--- config.mk ---
export PLATFORM = sky130hd
export DESIGN_NAME = mult_seq
export DESIGN_NICKNAME = d
export VERILOG_FILES = /design/src/rtl/mult_seq.sv
export SDC_FILE = /design/constraint.sdc
export NUM_CORES = 1
export LEC_CHECK = 0
export BUFFER_PORTS_ARGS = -buffer_cell sky130_fd_sc_hd__buf_2
export CELL_PAD_IN_SITES_DETAIL_PLACEMENT = 0
export CELL_PAD_IN_SITES_GLOBAL_PLACEMENT = 1
export CORE_MARGIN = 2
export CORE_UTILIZATION = 49
export CTS_BUF_LIST = sky130_fd_sc_hd__clkbuf_16
export DETAILED_ROUTE_END_ITERATION = 10
export PLACE_DENSITY_LB_ADDON = 0.1
export SYNTH_ARGS = -nofsm -noshare
export SYNTH_HDL_FRONTEND = slang
export SYNTH_SLANG_ARGS = --single-unit
--- constraint.sdc ---
create_clock -name clk -period 7.3 [get_ports clk]
set_input_delay 0.73 -clock clk [delete_from_list [all_inputs] [get_ports clk]]
set_output_delay 0.73 -clock clk [all_outputs]
set_load 0.05 [all_outputs]
--- src/rtl/mult_seq.sv ---
// Sequential 32x32 -> 64 radix-2 shift-add multiplier, signed (MULT) or unsigned (MULTU).
// One multiply at a time; fixed latency regardless of operand values.
//
// state | meaning
// IDLE  | waiting for start; operands sampled here only
// CALC  | 32 shift-add steps (cnt 0..31), then one sign-fixup cycle that loads hi/lo
// DONE  | hi/lo valid, done pulse; returns to IDLE unconditionally
module mult_seq (
  input  logic        clk,
  input  logic        rst_n,
  input  logic        start,
  input  logic        is_signed,
  input  logic [31:0] a,
  input  logic [31:0] b,
  output logic        busy,
  output logic        done,
  output logic [31:0] hi,
  output logic [31:0] lo
);

  typedef enum logic [1:0] {IDLE, CALC, DONE} state_t;

  state_t      state;
  logic [4:0]  cnt;
  logic        fixup;
  logic        neg;
  logic [63:0] acc;
  logic [63:0] mcand;
  logic [31:0] mplier;

  // 0x80000000 negates to itself, which read as unsigned is exactly 2^31.
  logic [31:0] a_mag;
  logic [31:0] b_mag;
  assign a_mag = (is_signed && a[31]) ? (~a + 32'd1) : a;
  assign b_mag = (is_signed && b[31]) ? (~b + 32'd1) : b;

  assign busy = (state != IDLE);
  assign done = (state == DONE);

  always_ff @(posedge clk or negedge rst_n) begin
    if (!rst_n) begin
      state  <= IDLE;
      cnt    <= 5'd0;
      fixup  <= 1'b0;
      neg    <= 1'b0;
      acc    <= 64'd0;
      mcand  <= 64'd0;
      mplier <= 32'd0;
      hi     <= 32'd0;
      lo     <= 32'd0;
    end else begin
      case (state)
        IDLE: begin
          if (start) begin
            mcand  <= {32'd0, a_mag};
            mplier <= b_mag;
            neg    <= is_signed & (a[31] ^ b[31]);
            acc    <= 64'd0;
            cnt    <= 5'd0;
            fixup  <= 1'b0;
            state  <= CALC;
          end
        end
        CALC: begin
          if (!fixup) begin
            if (mplier[0]) acc <= acc + mcand;
            mcand  <= mcand << 1;
            mplier <= mplier >> 1;
            cnt    <= cnt + 5'd1;
            if (cnt == 5'd31) fixup <= 1'b1;
          end else begin
            // Negation gets its own cycle so it never chains onto the last add.
            {hi, lo} <= neg ? (~acc + 64'd1) : acc;
            fixup    <= 1'b0;
            state    <= DONE;
          end
        end
        DONE:    state <= IDLE;
        default: state <= IDLE;
      endcase
    end
  end

endmodule

==> impl_metrics.csv, run 1 <==
group,metric,value,unit
global_route,grt_start_max_net_pins,130,
worst_setup_path,critPathKind,"reg2reg",
timing,period_needed,4.34,ns
clock_network,insertion_delay,0.54,ns
timing,fin_ws,2.96,ns
cells_and_area,fillers,2929,
drt,wl_per_cell,17.6,um
global_route,antenna_found_initial,0,
placement,placedCellCount,2273,
cells_and_area,diodes,0,
drt,remaining_drc_errors,0,
global_route,first_global_vias,12300,
clock_network,cts_htree_levels,1,
logic_synthesis,ys_seq_elements,233,
drt,vias_per_cell,5.77,
worst_setup_path,reg2reg_depth,11,
timing,post-route-period-util,59.4,%
cells_and_area,fin_cells,2321,
placement,gp_congestion,0.924,
clock_network,clk_pin_slew_worst_paths,0.06,ns
floorplan,start_util,49.8,%
logic_synthesis,syn-num-nets,1981,
pwr,vdd_drop_max,0.198,mV
logic_synthesis,synth_area_leaders,"dfrtp_1 38%, o21ai_0 8.1%, nand2_1 7.3%",
logic_synthesis,yosysTopAreaCell,"dfrtp_1",
worst_setup_path,required,7.70,ns
logic_synthesis,yosysUniqueCellTypes,64,
clock_network,post_cts_buffers,0,
placement,port_buffers,133,
worst_setup_path,start_kind,"register",
timing,max_freq,231,MHz
logic_synthesis,synth_async_sr_flop_share,100,%
pwr,seqPwrFrac,29.1,%
timing,skew,0.0108,ns
floorplan,core_area,30600,um2
floorplan,die_w,180,um
outcome,status,"completed",
clock_network,clock-sinks,233,
timing,slew_violations,0,
logic_synthesis,synth_area,15200,um2
drt,routed_wl,40800,um
drt,first_pass_iters,5,
floorplan,row_count,64,
clock_network,cts_tree,"built",
pwr,power_density,508,nW/um2
logic_synthesis,ys.flop_type,"dfrtp_1",
logic_synthesis,synth_edf_count,0,
global_route,grt_pass1_wl,66600,um
pwr,power.internal,4.33,mW
worst_setup_path,end_kind,"register",
global_route,grt.total_usage,24.8,%
cells_and_area,register_area,5830,um2
cells_and_area,syn_to_final_growth,11.3,%
drt,antenna_left,0,
floorplan,die_area,32500,um2
drt,drt_iter0_drc,944,
cells_and_area,drive_gt1_share,10.7,%
floorplan,fp.dieH,180,um
logic_synthesis,synthCells,1844,
logic_synthesis,synth_top_area_share,38.3,%
clock_network,cts_max_path_buffers,3,
placement,dp_hpwl,30400,um
min_path,min_path_type,"in2async",
timing,slew_headroom,27.7,%
clock_network,ctsHoldBuffers,0,
timing,hold_violations,0,
worst_setup_path,crit_arrival,4.73,ns
pwr,p_sw,4.28,mW
cells_and_area,final_util,55.4,%
pwr,switching_share,49.7,%
worst_setup_path,r2r_end,"acc[60]",
pwr,power.share.clock,15.2,%
pwr,p_leak,7.66,nW
worst_setup_path,critPathMaxFanout,8,
cells_and_area,multi_input_area,8910,um2
run,cap_viol_max_count,0,
worst_setup_path,reg2reg_slack,2.96,ns
clock_network,cts_resized,0,
timing,fin_setup_tns,0,ns
floorplan,num_io_pins,134,
placement,place_ws,3.00,ns
timing,setup_viol,0,
clock_network,cts_root_buf,"clkbuf_16",
cells_and_area,finalNetCount,2042,
global_route,overflow,0,
logic_synthesis,synth-seq-area-share,38.3,%
timing,rsz0062_at_grt,"false",
clock_network,cts_made_buffers,26,
timing,worst_pin_slew,1.09,ns
logic_synthesis,synth_warnings,0,
logic_synthesis,syn_avg_cell_area,8.26,um2
drt,vias,13400,
worst_setup_path,timing.rr.start,"acc[13]",
pwr,p_comb_share,55.7,%
sequential cells by signal, summed over array words and instances (netlist names):
name	count
fixup	1
mcand	64
mplier	32
acc	64
lo	32
state	2
hi	32
neg	1
cnt	5
final cells by class:
cell class              instances  area share, %
clock inverters                21          0.997
flip-flops and latches        233           34.4
multi-input cells            1472           52.6
clock buffers                  27           3.99
inverters                      29          0.643
well taps                     396           2.93
repair buffers                143           4.43
cells by family (layout without fill, tap and decap cells):
kind of cell	Yosys count	after routing	synth area share, %
AO/OA/AOI/OAI	619	619	24.0
AND/OR/NAND/NOR	609	609	18.4
flip-flops	233	233	38.3
XOR/XNOR	171	171	9.84
buffers and inverters	139	220	3.44
adder cells (fa/ha/maj)	69	69	5.72
multiplexers	4	4	0.279
routing by layer:
metal,global-route usage [%],vias to the layer above,wire length [um]
met1,40.3,6252,21500
li1,-,6703,-
met3,3.15,40,2290
met5,0,-,0
met2,35.4,397,16500
met4,4.39,0,600
critical path, cell delays in order, from the launching register on:
cell	delay, ns
dfrtp_1	0.46
ha_1	0.43
a21oi_1	0.23
o21ai_0	0.16
a31oi_1	0.44
or2_2	0.19
o311ai_0	0.33
a311o_1	0.51
a2111oi_0	0.92
o21ai_0	0.26
xnor2_1	0.18
o21ai_0	0.08
per-stage QoR:
| step | power (mW) | hold slack (ns) | area, um2 |
|---|---|---|---|
| global route | 9.31 | 0.264 | 16900 |
| finish | 8.61 | 0.216 | 16900 |
| floorplan | 5.97 | 0.434 | 15200 |
| detailed placement | 7.28 | 0.465 | 16100 |
| CTS | 8.62 | 0.238 | 16900 |
| global placement | 7.25 | 0.456 | 16100 |
power groups by stage:
stage          combinational, mW  clock [mW]  sequential, mW
4_1_cts                     4.78        1.34            2.49
3_3_place_gp                4.77           0            2.49
5_1_grt                     5.33        1.39            2.59
2_1_floorplan               3.15           0            2.82
6_report                    4.80        1.30            2.51
3_5_place_dp                4.76           0            2.52
cell usage after synthesis, types with 6 or more instances:
cell and number:
a21o_1 38, a21oi_1 176, a22o_1 37, a31oi_1 24, and2_1 12, and3_1 9
buf_1 6, clkbuf_1 103, dfrtp_1 233, ha_1 68, inv_1 28, nand2_1 298
nand2b_1 16, nand3_1 18, nand4_1 23, nor2_1 119, nor2b_1 6, nor3_1 18
nor4_1 17, o211ai_1 11, o21ai_0 246, o21bai_1 13, o31ai_1 21, o41ai_1 16
or2_2 10, or3_1 22, or4_1 15, xnor2_1 79, xor2_1 92
how the worst max path moves through the flow:
stage	start	endpoint	slack, ns	depth (start not counted)
floorplan	acc[13]	acc[60]	3.98	12
detailed placement	acc[13]	acc[60]	3.00	11
CTS	acc[13]	acc[60]	2.99	11
global placement	acc[13]	acc[60]	3.06	11
global route	acc[0]	acc[60]	2.74	13
finish	acc[13]	acc[60]	2.96	11
cell usage in the layout, fill, tap and decap left out, types with 10 or more instances in the layout:
cell / synthesis / final
a21o_1: 38 / 38
a21oi_1: 176 / 176
a22o_1: 37 / 37
a31oi_1: 24 / 24
and2_1: 12 / 12
buf_2: 1 / 132
buf_4: 0 / 10
clkbuf_16: 0 / 27
clkinv_1: 0 / 10
dfrtp_1: 233 / 232
ha_1: 68 / 68
inv_1: 28 / 30
nand2_1: 298 / 297
nand2b_1: 16 / 16
nand3_1: 18 / 18
nand4_1: 23 / 23
nor2_1: 119 / 117
nor3_1: 18 / 18
nor4_1: 17 / 17
o211ai_1: 11 / 11
o21ai_0: 246 / 245
o21bai_1: 13 / 13
o31ai_1: 21 / 21
o41ai_1: 16 / 16
or2_2: 10 / 10
or3_1: 22 / 22
or4_1: 15 / 15
xnor2_1: 79 / 79
xor2_1: 92 / 92
Note: power is estimated with default switching activity, not from simulation.
==> run 2: changes to the inputs <==
- CORE_UTILIZATION: 49 -> 46
- clock period: 7.3 -> 4.5 ns (I/O delays scaled with it)
==> run 2 against run 1 <==
- fmax is 5.7% higher
- cell count grew 2.4%
- the flow now finishes with violations (negative hold slack)
- non-clock buffer count increased by 11
- wire length grew 5.1%
- combinational power rose by 66%
==> impl_metrics.csv, run 2 (synthesis gave the netlist of run 1 again) <==
group,metric,value,unit
global_route,grt_use_met1,40.6,%
placement,postPlaceCellArea,16200,um2
placement,port_buffers,133,
worst_setup_path,reg2reg_depth,11,
worst_setup_path,end_kind,"register",
clock_network,cts_max_path_buffers,3,
worst_setup_path,startpoint,"acc[13]",
clock_network,post_cts_buffers,0,
cells_and_area,fillers,3205,
clock_network,cts_resized,0,
worst_setup_path,critPathMaxStageDelay,0.73,ns
outcome,violations,"negative hold slack",
timing,rsz0062_at_grt,"false",
clock_network,cts_tree,"built",
clock_network,cts_root_buf,"clkbuf_16",
floorplan,row_count,66,
worst_setup_path,crit_arrival,4.56,ns
timing,worst_pin_slew,1.01,ns
timing,max_freq,244,MHz
pwr,p_leak,7.74,nW
outcome,status,"complete, but fails checks",
worst_setup_path,timing.rr.start,"acc[13]",
floorplan,core_area,32500,um2
worst_setup_path,cp_common_cell,"o21ai_0",
global_route,grt_pass1_wl,69900,um
placement,place_ws,0.460,ns
floorplan,fp.dieH,186,um
worst_setup_path,cp_top_family,"compound AO/OA/AOI/OAI gates",
drt,routed_wl,42900,um
timing,period_needed,4.10,ns
timing,post-route-period-util,91.2,%
global_route,top_usage_layer,"met1",
timing,fin_ws,0.398,ns
worst_setup_path,crit_end,"acc[60]",
global_route,grt_use_met2,36.2,%
drt,first_pass_iters,5,
worst_setup_path,start_kind,"register",
drt,antenna_left,0,
worst_setup_path,crit_chain,"ha_1 -> a21oi_1 -> o21ai_0 -> a31oi_1 -> or2_2 -> o311ai_0 -> a311o_1 -> a2111oi_0 -> o21ai_0 -> xnor2_1 -> o21ai_0",
drt,vias,13500,
floorplan,die_area,34600,um2
floorplan,start_util,46.8,%
clock_network,clock-sinks,233,
global_route,grt_start_max_net_pins,127,
global_route,first_global_vias,12700,
timing,slew_violations,0,
worst_setup_path,critPathMaxFanout,8,
global_route,grt.total_usage,25.3,%
timing,slew_headroom,32.0,%
worst_setup_path,r2r_end,"acc[60]",
clock_network,cts_made_buffers,27,
min_path,min_path_type,"in2async",
drt,vias_per_cell,5.69,
clock_network,ctsHoldBuffers,0,
cells_and_area,finalNetCount,2054,
clock_network,cts_htree_levels,1,
floorplan,die_w,186,um
cells_and_area,diodes,0,
timing,fin_setup_tns,0,ns
drt,remaining_drc_errors,0,
clock_network,insertion_delay,0.54,ns
placement,gp_congestion,0.881,
worst_setup_path,required,4.96,ns
worst_setup_path,cp_num_buf_inv,0,
worst_setup_path,reg2reg_slack,0.40,ns
timing,setup_viol,0,
run,cap_viol_max_count,0,
drt,drt_iter0_drc,896,
cells_and_area,drive_gt1_share,11.2,%
cells_and_area,syn_to_final_growth,12.4,%
global_route,overflow,0,
timing,whs,-0.00867,ns
clock_network,clk_pin_slew_worst_paths,0.06,ns
timing,hold_violations,2,
placement,dp_hpwl,32100,um
cells_and_area,final_cell_mix,"297 x nand2_1, 245 x o21ai_0, 232 x dfrtp_1",
pwr,power_density,829,nW/um2
global_route,antenna_found_initial,2,
worst_setup_path,worst-path-stages,11,
cells_and_area,register_area,5830,um2
timing,skew,0.0198,ns
worst_setup_path,crit_path_top_delay_cell,"a2111oi_0",
floorplan,num_io_pins,134,
cells_and_area,top_regs,"acc x64, mcand x64",
cells_and_area,final_common_cell,"nand2_1",
drt,wl_per_cell,18.1,um
worst_setup_path,critPathKind,"reg2reg",
pwr,vdd_drop_max,0.374,mV
cells_and_area,postLayoutCellArea,17100,um2
cells_and_area,multi_input_area,8910,um2
global_route,grtUsageMet3,3.13,%
-- run 2: cell count changes in the layout (fill, tap and decap cells not counted), sizes merged --
cell and delta:
bufinv +1, buf +11, inv +3, clkinv -6
-- run 2: worst reg2reg max path, cell delays in order, from the launching register on --
cell and delay [ns]:
dfrtp_1 0.46, ha_1 0.46, a21oi_1 0.22, o21ai_0 0.14, a31oi_1 0.42, or2_2 0.19
o311ai_0 0.32, a311o_1 0.53, a2111oi_0 0.74, o21ai_0 0.24, xnor2_1 0.16, o21ai_0 0.13
-- run 2: worst min path at each step --
| stage | slack (ns) | start | endpoint | cells past startpoint |
|---|---|---|---|---|
| final | -0.009 | rst_n | lo[7] | 1 |
| after global routing | 0.08 | rst_n | lo[7] | 1 |
| after CTS | 0.05 | rst_n | lo[7] | 1 |
| after detailed placement | 0.47 | hi[5] | hi[5] | 2 |
| after global placement | 0.46 | hi[2] | hi[2] | 2 |
| after floorplan | 0.15 | rst_n | acc[0] | 0 |
-- run 2: where the power goes --
part	switching [mW]	internal [mW]	leakage (nW)	total (mW)
clock network	0.875	1.31	0.440	2.18
registers	1.02	3.03	2.98	4.05
logic	5.15	2.80	4.32	7.95
-- run 2: stage by stage --
stage          power (mW)  hold slack (ns)  instances  utilization [%]
2_1_floorplan        9.68            0.154       1844                -
3_3_place_gp         11.9            0.457       2330             49.9
3_5_place_dp         12.0            0.465       2330             49.9
4_1_cts              14.2           0.0504       2376             52.6
5_1_grt              15.4           0.0830       2376             52.6
6_report             14.2         -0.00867       2376             52.6
-- run 2: layout make-up --
class                      instances  share of cell area, %
clock buffer                      27                   3.95
clock inverter                    19                   1.11
inverter                          29                  0.636
multi-input combinational       1472                   52.0
sequential                       233                   34.1
tap                              442                   3.23
timing repair buffer             154                   4.94
-- run 2: metal layers --
metal  wire (um)  up-vias
met4         567        0
met1       22500     6396
met5           0        -
li1            -     6720
met3        2590       43
met2       17300      363
